[config.mk]
export PLATFORM = sky130hd
export DESIGN_NAME = digit_line_bcd_sprite
export DESIGN_NICKNAME = d
export VERILOG_FILES = /design/src/rtl/digit_line_bcd_sprite.sv
export SDC_FILE = /design/constraint.sdc
export NUM_CORES = 1
export LEC_CHECK = 0
export ABC_AREA = 1
export CORE_UTILIZATION = 58
export DETAILED_ROUTE_END_ITERATION = 10
export GPL_TIMING_DRIVEN = 0
export HOLD_SLACK_MARGIN = 0.15
export PLACE_DENSITY_LB_ADDON = 0.05
export SETUP_SLACK_MARGIN = 0.4
export SYNTH_ARGS = -nofsm -noshare
export SYNTH_HDL_FRONTEND = slang
export SYNTH_SLANG_ARGS = --single-unit
[constraint.sdc]
create_clock -name Clk -period 3.7 [get_ports Clk]
set_input_delay 0.37 -clock Clk [delete_from_list [all_inputs] [get_ports Clk]]
set_output_delay 0.37 -clock Clk [all_outputs]
set_load 0.02 [all_outputs]
[src/rtl/digit_line_bcd_sprite.sv]
// digit_line_bcd_sprite: HUD number renderer.
// Samples an unsigned value on an Update strobe, converts it to BCD with a
// sequential shift-add-3 (one bit per clock), commits the digits to a
// display bank and renders the glyph box under the current pixel.
// Optional feature macro: LEADING_ZERO_BLANK_EN (store leading zeros as blank).
//
// Handshake: Update is a single-cycle strobe and is always accepted. Busy is
// high while a conversion runs (SHIFT and COMMIT); an Update seen while busy
// is parked in a one-deep pending slot (last write wins). Done pulses for one
// cycle exactly when the new digits land in the display bank.
module digit_line_bcd_sprite #(
    parameter int COOR_X    = 16,
    parameter int COOR_Y    = 60,
    parameter int NUM_DIGIT = 3,
    parameter int VALUE_W   = 10,
    parameter int DIGIT_W   = 8,
    parameter int DIGIT_H   = 16
) (
    input  logic                       Clk,
    input  logic                       Reset_n,
    input  logic [9:0]                 DrawX,
    input  logic [9:0]                 DrawY,
    input  logic [VALUE_W-1:0]         Value,
    input  logic                       Update,
    output logic                       Busy,
    output logic                       Done,
    output logic                       IsDigit,
    output logic [3:0]                 DigitCode,
    output logic [$clog2(DIGIT_W)-1:0] GlyphX,
    output logic [$clog2(DIGIT_H)-1:0] GlyphY,
    output logic [1:0]                 dbg_state
);

    function automatic int pow10(input int n);
        int r;
        r = 1;
        for (int i = 0; i < n; i++) r = r * 10;
        return r;
    endfunction

    localparam int GX_W  = $clog2(DIGIT_W);
    localparam int GY_W  = $clog2(DIGIT_H);
    localparam int BCD_W = 4 * NUM_DIGIT;
    localparam int CNT_W = $clog2(VALUE_W + 1);

    localparam logic [VALUE_W-1:0] MAX_VAL = VALUE_W'(pow10(NUM_DIGIT) - 1);
    localparam logic [CNT_W-1:0]   CNT_TOP = CNT_W'(VALUE_W - 1);

    localparam logic [10:0] X_LO = 11'(COOR_X);
    localparam logic [10:0] X_HI = 11'(COOR_X + NUM_DIGIT * DIGIT_W);
    localparam logic [10:0] Y_LO = 11'(COOR_Y);
    localparam logic [10:0] Y_HI = 11'(COOR_Y + DIGIT_H);

    localparam logic [1:0] IDLE   = 2'd0;
    localparam logic [1:0] SHIFT  = 2'd1;
    localparam logic [1:0] COMMIT = 2'd2;

    logic [1:0]         state;
    logic [VALUE_W-1:0] bin_sr;
    logic [BCD_W-1:0]   bcd_sr;
    logic [CNT_W-1:0]   bit_cnt;
    logic               pend;
    logic [VALUE_W-1:0] pend_val;
    logic [BCD_W-1:0]   bank;

    logic [VALUE_W-1:0] sat_val;
    logic [BCD_W-1:0]   bcd_adj;
    logic [BCD_W-1:0]   commit_digits;

    logic [9:0]         rel_x;
    logic [9:0]         digit_idx;
    logic               in_box;
    logic [3:0]         code_sel;

    assign sat_val   = (Value > MAX_VAL) ? MAX_VAL : Value;
    assign Busy      = (state != IDLE);
    assign dbg_state = state;

    // Add-3 correction on every BCD nibble that is 5 or more before the shift
    always_comb begin
        bcd_adj = bcd_sr;
        for (int n = 0; n < NUM_DIGIT; n++) begin
            if (bcd_sr[4*n +: 4] >= 4'd5) bcd_adj[4*n +: 4] = bcd_sr[4*n +: 4] + 4'd3;
        end
    end

`ifdef LEADING_ZERO_BLANK_EN
    logic seen_nz;

    // Blank zeros left of the first non-zero digit; the last digit always shows
    always_comb begin
        commit_digits = bcd_sr;
        seen_nz       = 1'b0;
        for (int i = NUM_DIGIT - 1; i >= 1; i--) begin
            if (bcd_sr[4*i +: 4] != 4'd0) seen_nz = 1'b1;
            if (!seen_nz) commit_digits[4*i +: 4] = 4'hF;
        end
    end
`else
    // Zero-padded display: commit the BCD register as is
    always_comb begin
        commit_digits = bcd_sr;
    end
`endif

    // Conversion FSM: capture, shift-add-3 for VALUE_W cycles, commit
    always_ff @(posedge Clk) begin
        if (!Reset_n) begin
            state    <= IDLE;
            Done     <= 1'b0;
            pend     <= 1'b0;
            pend_val <= '0;
            bin_sr   <= '0;
            bcd_sr   <= '0;
            bit_cnt  <= '0;
            bank     <= '0;
        end else begin
            Done <= 1'b0;
            case (state)
                IDLE: begin
                    if (Update) begin
                        bin_sr  <= sat_val;
                        bcd_sr  <= '0;
                        bit_cnt <= CNT_TOP;
                        state   <= SHIFT;
                    end
                end
                SHIFT: begin
                    {bcd_sr, bin_sr} <= {bcd_adj[BCD_W-2:0], bin_sr, 1'b0};
                    if (bit_cnt == '0) state <= COMMIT;
                    else bit_cnt <= bit_cnt - 1'b1;
                    if (Update) begin
                        pend     <= 1'b1;
                        pend_val <= sat_val;
                    end
                end
                COMMIT: begin
                    bank <= commit_digits;
                    Done <= 1'b1;
                    // An Update on this very cycle is the newest pending value
                    if (Update || pend) begin
                        bin_sr  <= Update ? sat_val : pend_val;
                        bcd_sr  <= '0;
                        bit_cnt <= CNT_TOP;
                        pend    <= 1'b0;
                        state   <= SHIFT;
                    end else begin
                        state <= IDLE;
                    end
                end
                default: state <= IDLE;
            endcase
        end
    end

    assign rel_x     = DrawX - 10'(COOR_X);
    assign digit_idx = rel_x >> GX_W;
    assign in_box    = ({1'b0, DrawX} >= X_LO) && ({1'b0, DrawX} < X_HI) &&
                       ({1'b0, DrawY} >= Y_LO) && ({1'b0, DrawY} < Y_HI);

    // Pick the committed digit under the pixel; index 0 is the leftmost (MSD)
    always_comb begin
        code_sel = 4'hF;
        for (int i = 0; i < NUM_DIGIT; i++) begin
            if (digit_idx == 10'(i)) code_sel = bank[4*(NUM_DIGIT-1-i) +: 4];
        end
    end

    // Registered render outputs, one cycle behind DrawX/DrawY
    always_ff @(posedge Clk) begin
        if (!Reset_n) begin
            IsDigit   <= 1'b0;
            DigitCode <= 4'hF;
            GlyphX    <= '0;
            GlyphY    <= '0;
        end else if (in_box) begin
            IsDigit   <= (code_sel != 4'hF);
            DigitCode <= code_sel;
            GlyphX    <= GX_W'(rel_x);
            GlyphY    <= GY_W'(DrawY - 10'(COOR_Y));
        end else begin
            IsDigit   <= 1'b0;
            DigitCode <= 4'hF;
            GlyphX    <= '0;
            GlyphY    <= '0;
        end
    end

endmodule
==> results.toml <==
[cts]
cts_resized = 0
cts_buffers = 9
clk_pin_slew_ns = 0.07
cts.hold.buffers_added = 0
cts_max_level = 3
clockBufferDepth = 2
cts_tree = "yes"
cts_setup_buffers = 0
cts_root_buf = "clkbuf_8"
clkLatencyLatePin_ns = 0.35
cts.sink_count = 64

[drt]
wl_per_cell_um = 12.6
num_vias = 3313
drcViolationCount = 0
avgViaCountPerCell = 5.39
detail-route-antenna-nets = 0
routed_wirelength_um = 7770
drt-pass1-iter-count = 5
drtIter0Drc = 246

[synthesis]
yosysTopAreaCell = "dfxtp_1"
syn-num-nets = 529
synth-seq-cells = 64
ys.flop_type = "dfxtp_1"
async_flop_share_pct = 0
yosysUniqueCellTypes = 31
synth_area_um2 = 3350
synth_seq_area_share_pct = 38.3
ys_warn_count = 0
synth-edff-count = 0
synth_cells = 479
syn_area_per_cell_um2 = 6.99
yosysTopAreaCellShare_pct = 38.3
synthTopCellsByArea = "dfxtp_1 38%, nand2_1 8.5%, inv_1 8.2%"

[setup_path]
critPathSlowestCell = "clkinv_1"
critical_path_arrival_ns = 2.42
cp_max_fo = 10
startpoint_type = "flop"
startpoint = "dbg_state[0]$_SDFFE_PN0P_"
worstSetupEndpointType = "flop"
cp_num_buf_inv = 3
path_class = "reg2reg"
cpPeakStageDelay_ns = 0.42
critPathTopFamily = "buffers and inverters"
required_ns = 3.93
crit_chain = "inv_1, ha_1, clkbuf_1, clkinv_1, a21oi_1, a31oi_1"
rr_startpoint = "dbg_state[0]$_SDFFE_PN0P_"

[layout]
nNetsFinal = 588
drive_gt1_share_pct = 8.10
diodes = 0
areaGrowthSynthToFinish_pct = 23.6
fillers = 446
stdcell_area_um2 = 4140

[placed_design]
placed_cell_area_um2 = 3920
place_congestion = 0.851
port_buffers = 48
hpwl_um = 5580

[grt]
grt_pass1_vias = 3094
antenna_found_initial = 0
met1_usage_pct = 34.2
grt-busiest-layer = "met2"
grt_max_degree = 12
grt-ovfl-total = 0
grt_util_met3_pct = 4.59
grt_pass1_wl_um = 13500
grt_use_total_pct = 28.3
met2_usage_pct = 47.6

[hold_path]
min_from = "bank[6]$_SDFFE_PN0P_"
worst_hold_path_type = "reg2reg"

[floorplan]
core_um2 = 5540
initial_core_util_pct = 60.4
top_level_ports = 49
rows = 27
die_x_um = 78.0
dieArea_um2 = 6080
die_h_um = 78.0

[timing]
fin_crit_ns = 2.19
clock.fmax_mhz = 456
setup-tns-final_ns = 0
worst_slew_pin_slew_ns = 0.530
slew_viol_final = 0
hold_violations = 0
fin_crit_sh_pct = 59.2
rsz0062_at_grt = "no"
maxSlewHeadroom_pct = 64.7
skew_ns = 0.00565
finalSetupViolCount = 0

[run]
drv_cap = 0

[power]
p_per_area_nw_per_um2 = 560
ir_worst_vdd_v = 0.000416
p_leak_nw = 1.82
power.total_mw = 2.32

[status]
status = "finished, final reports clean"
[area by class of cell]
type,count,area (um^2),share of cell area [%]
flip-flops and latches,64,1280,31.0
repair buffers,48,480,11.6
well taps,72,90.1,2.18
inverters,82,308,7.44
clock buffers,10,138,3.33
clock inverters,6,82.6,2.00
multi-input cells,316,1680,40.5
plain buffers,17,83.8,2.03
[routing by layer]
metal  part of all wire [%]  vias up  wire, um
met1                     45     1488      3490
met3                    5.5       20       430
met2                     47      112      3630
met5                      0        -         0
li1                       -     1693         -
met4                    2.8        0       215
[report_power, final]
| group | switching (mW) | internal (mW) | total [mW] |
|---|---|---|---|
| logic | 0.496 | 0.263 | 0.759 |
| clock network | 0.274 | 0.394 | 0.667 |
| registers | 0.0674 | 0.822 | 0.890 |
| total | 0.837 | 1.48 | 2.32 |
[worst register-to-register path, stage by stage (launching register included)]
cell      delay [ns]
dfxtp_1         0.41
inv_1           0.11
ha_1            0.32
clkbuf_1        0.39
clkinv_1        0.42
a21oi_1         0.31
a31oi_1         0.12
[final timing paths]
kind | slack (ns) | end | cells after the start
worst max register to register | 1.51 | bin_sr[2]$_SDFFE_PN0P_ | 6
worst min-delay path | 0.46 | bank[6]$_SDFFE_PN0P_ | 2
worst min register to register | 0.46 | bank[6]$_SDFFE_PN0P_ | 2
worst max-delay path | 1.51 | bin_sr[2]$_SDFFE_PN0P_ | 6
[layout by cell type, fill, tap and decap left out, types with 3 or more instances in the layout]
cell | netlist | layout
clkbuf_8 | 0 | 10
clkdlybuf4s50_1 | 0 | 48
buf_2 | 4 | 4
a21oi_1 | 48 | 48
o21ai_1 | 5 | 5
a22oi_1 | 3 | 3
clkinv_1 | 3 | 3
nand2_2 | 8 | 8
inv_1 | 73 | 73
a41oi_1 | 5 | 5
clkinv_2 | 0 | 3
a31oi_1 | 11 | 11
nand3_1 | 22 | 22
nor2_1 | 43 | 43
o21ai_0 | 45 | 45
nand4_1 | 17 | 17
dfxtp_1 | 64 | 64
nand2_1 | 76 | 76
inv_2 | 6 | 6
nor2_2 | 3 | 3
clkbuf_1 | 9 | 9
ha_1 | 17 | 17
xor2_1 | 3 | 3
[cells by family (layout without fill, tap and decap cells)]
logic type	Yosys count	after routing	synth area share, %
adder cells (fa/ha/maj)	17	17	6.35
AO/OA/AOI/OAI	119	119	19.1
XOR/XNOR	3	3	0.785
buffers and inverters	99	163	11.7
flip-flops	64	64	38.3
AND/OR/NAND/NOR	177	177	23.8
[synthesized netlist by cell type (2+ instances only)]
master	count
buf_2	4
o21ai_0	45
nor3_1	2
buf_4	2
clkbuf_1	9
nor2_1	43
nand2_1	76
nand3_1	22
nand2_2	8
nand4_1	17
xor2_1	3
inv_1	73
a41oi_1	5
dfxtp_1	64
nor2_4	2
ha_1	17
clkinv_1	3
inv_2	6
nor2_2	3
a21oi_1	48
a31oi_1	11
o21ai_1	5
a22oi_1	3
[registers in the layout, summed over array words and instances (netlist names)]
| register | flops |
|---|---|
| DigitCode | 4 |
| Done | 1 |
| GlyphX | 3 |
| GlyphY | 4 |
| IsDigit | 1 |
| bank | 12 |
| bcd_sr | 12 |
| bin_sr | 10 |
| bit_cnt | 4 |
| dbg_state | 2 |
| pend | 1 |
| pend_val | 10 |
[through the flow]
stage / hold WS, ns / cells / setup WS [ns] / utilization [%]
finish: 0.457 / 615 / 1.51 / 74.7
global route: 0.490 / 615 / 1.42 / 74.7
CTS: 0.462 / 615 / 1.54 / 74.7
detailed placement: 0.452 / 599 / 1.42 / 70.7
global placement: 0.448 / 599 / 1.44 / 70.7
floorplan: 0.434 / 479 / 1.89 / -
No activity file was read; power rests on OpenSTA's default activity.
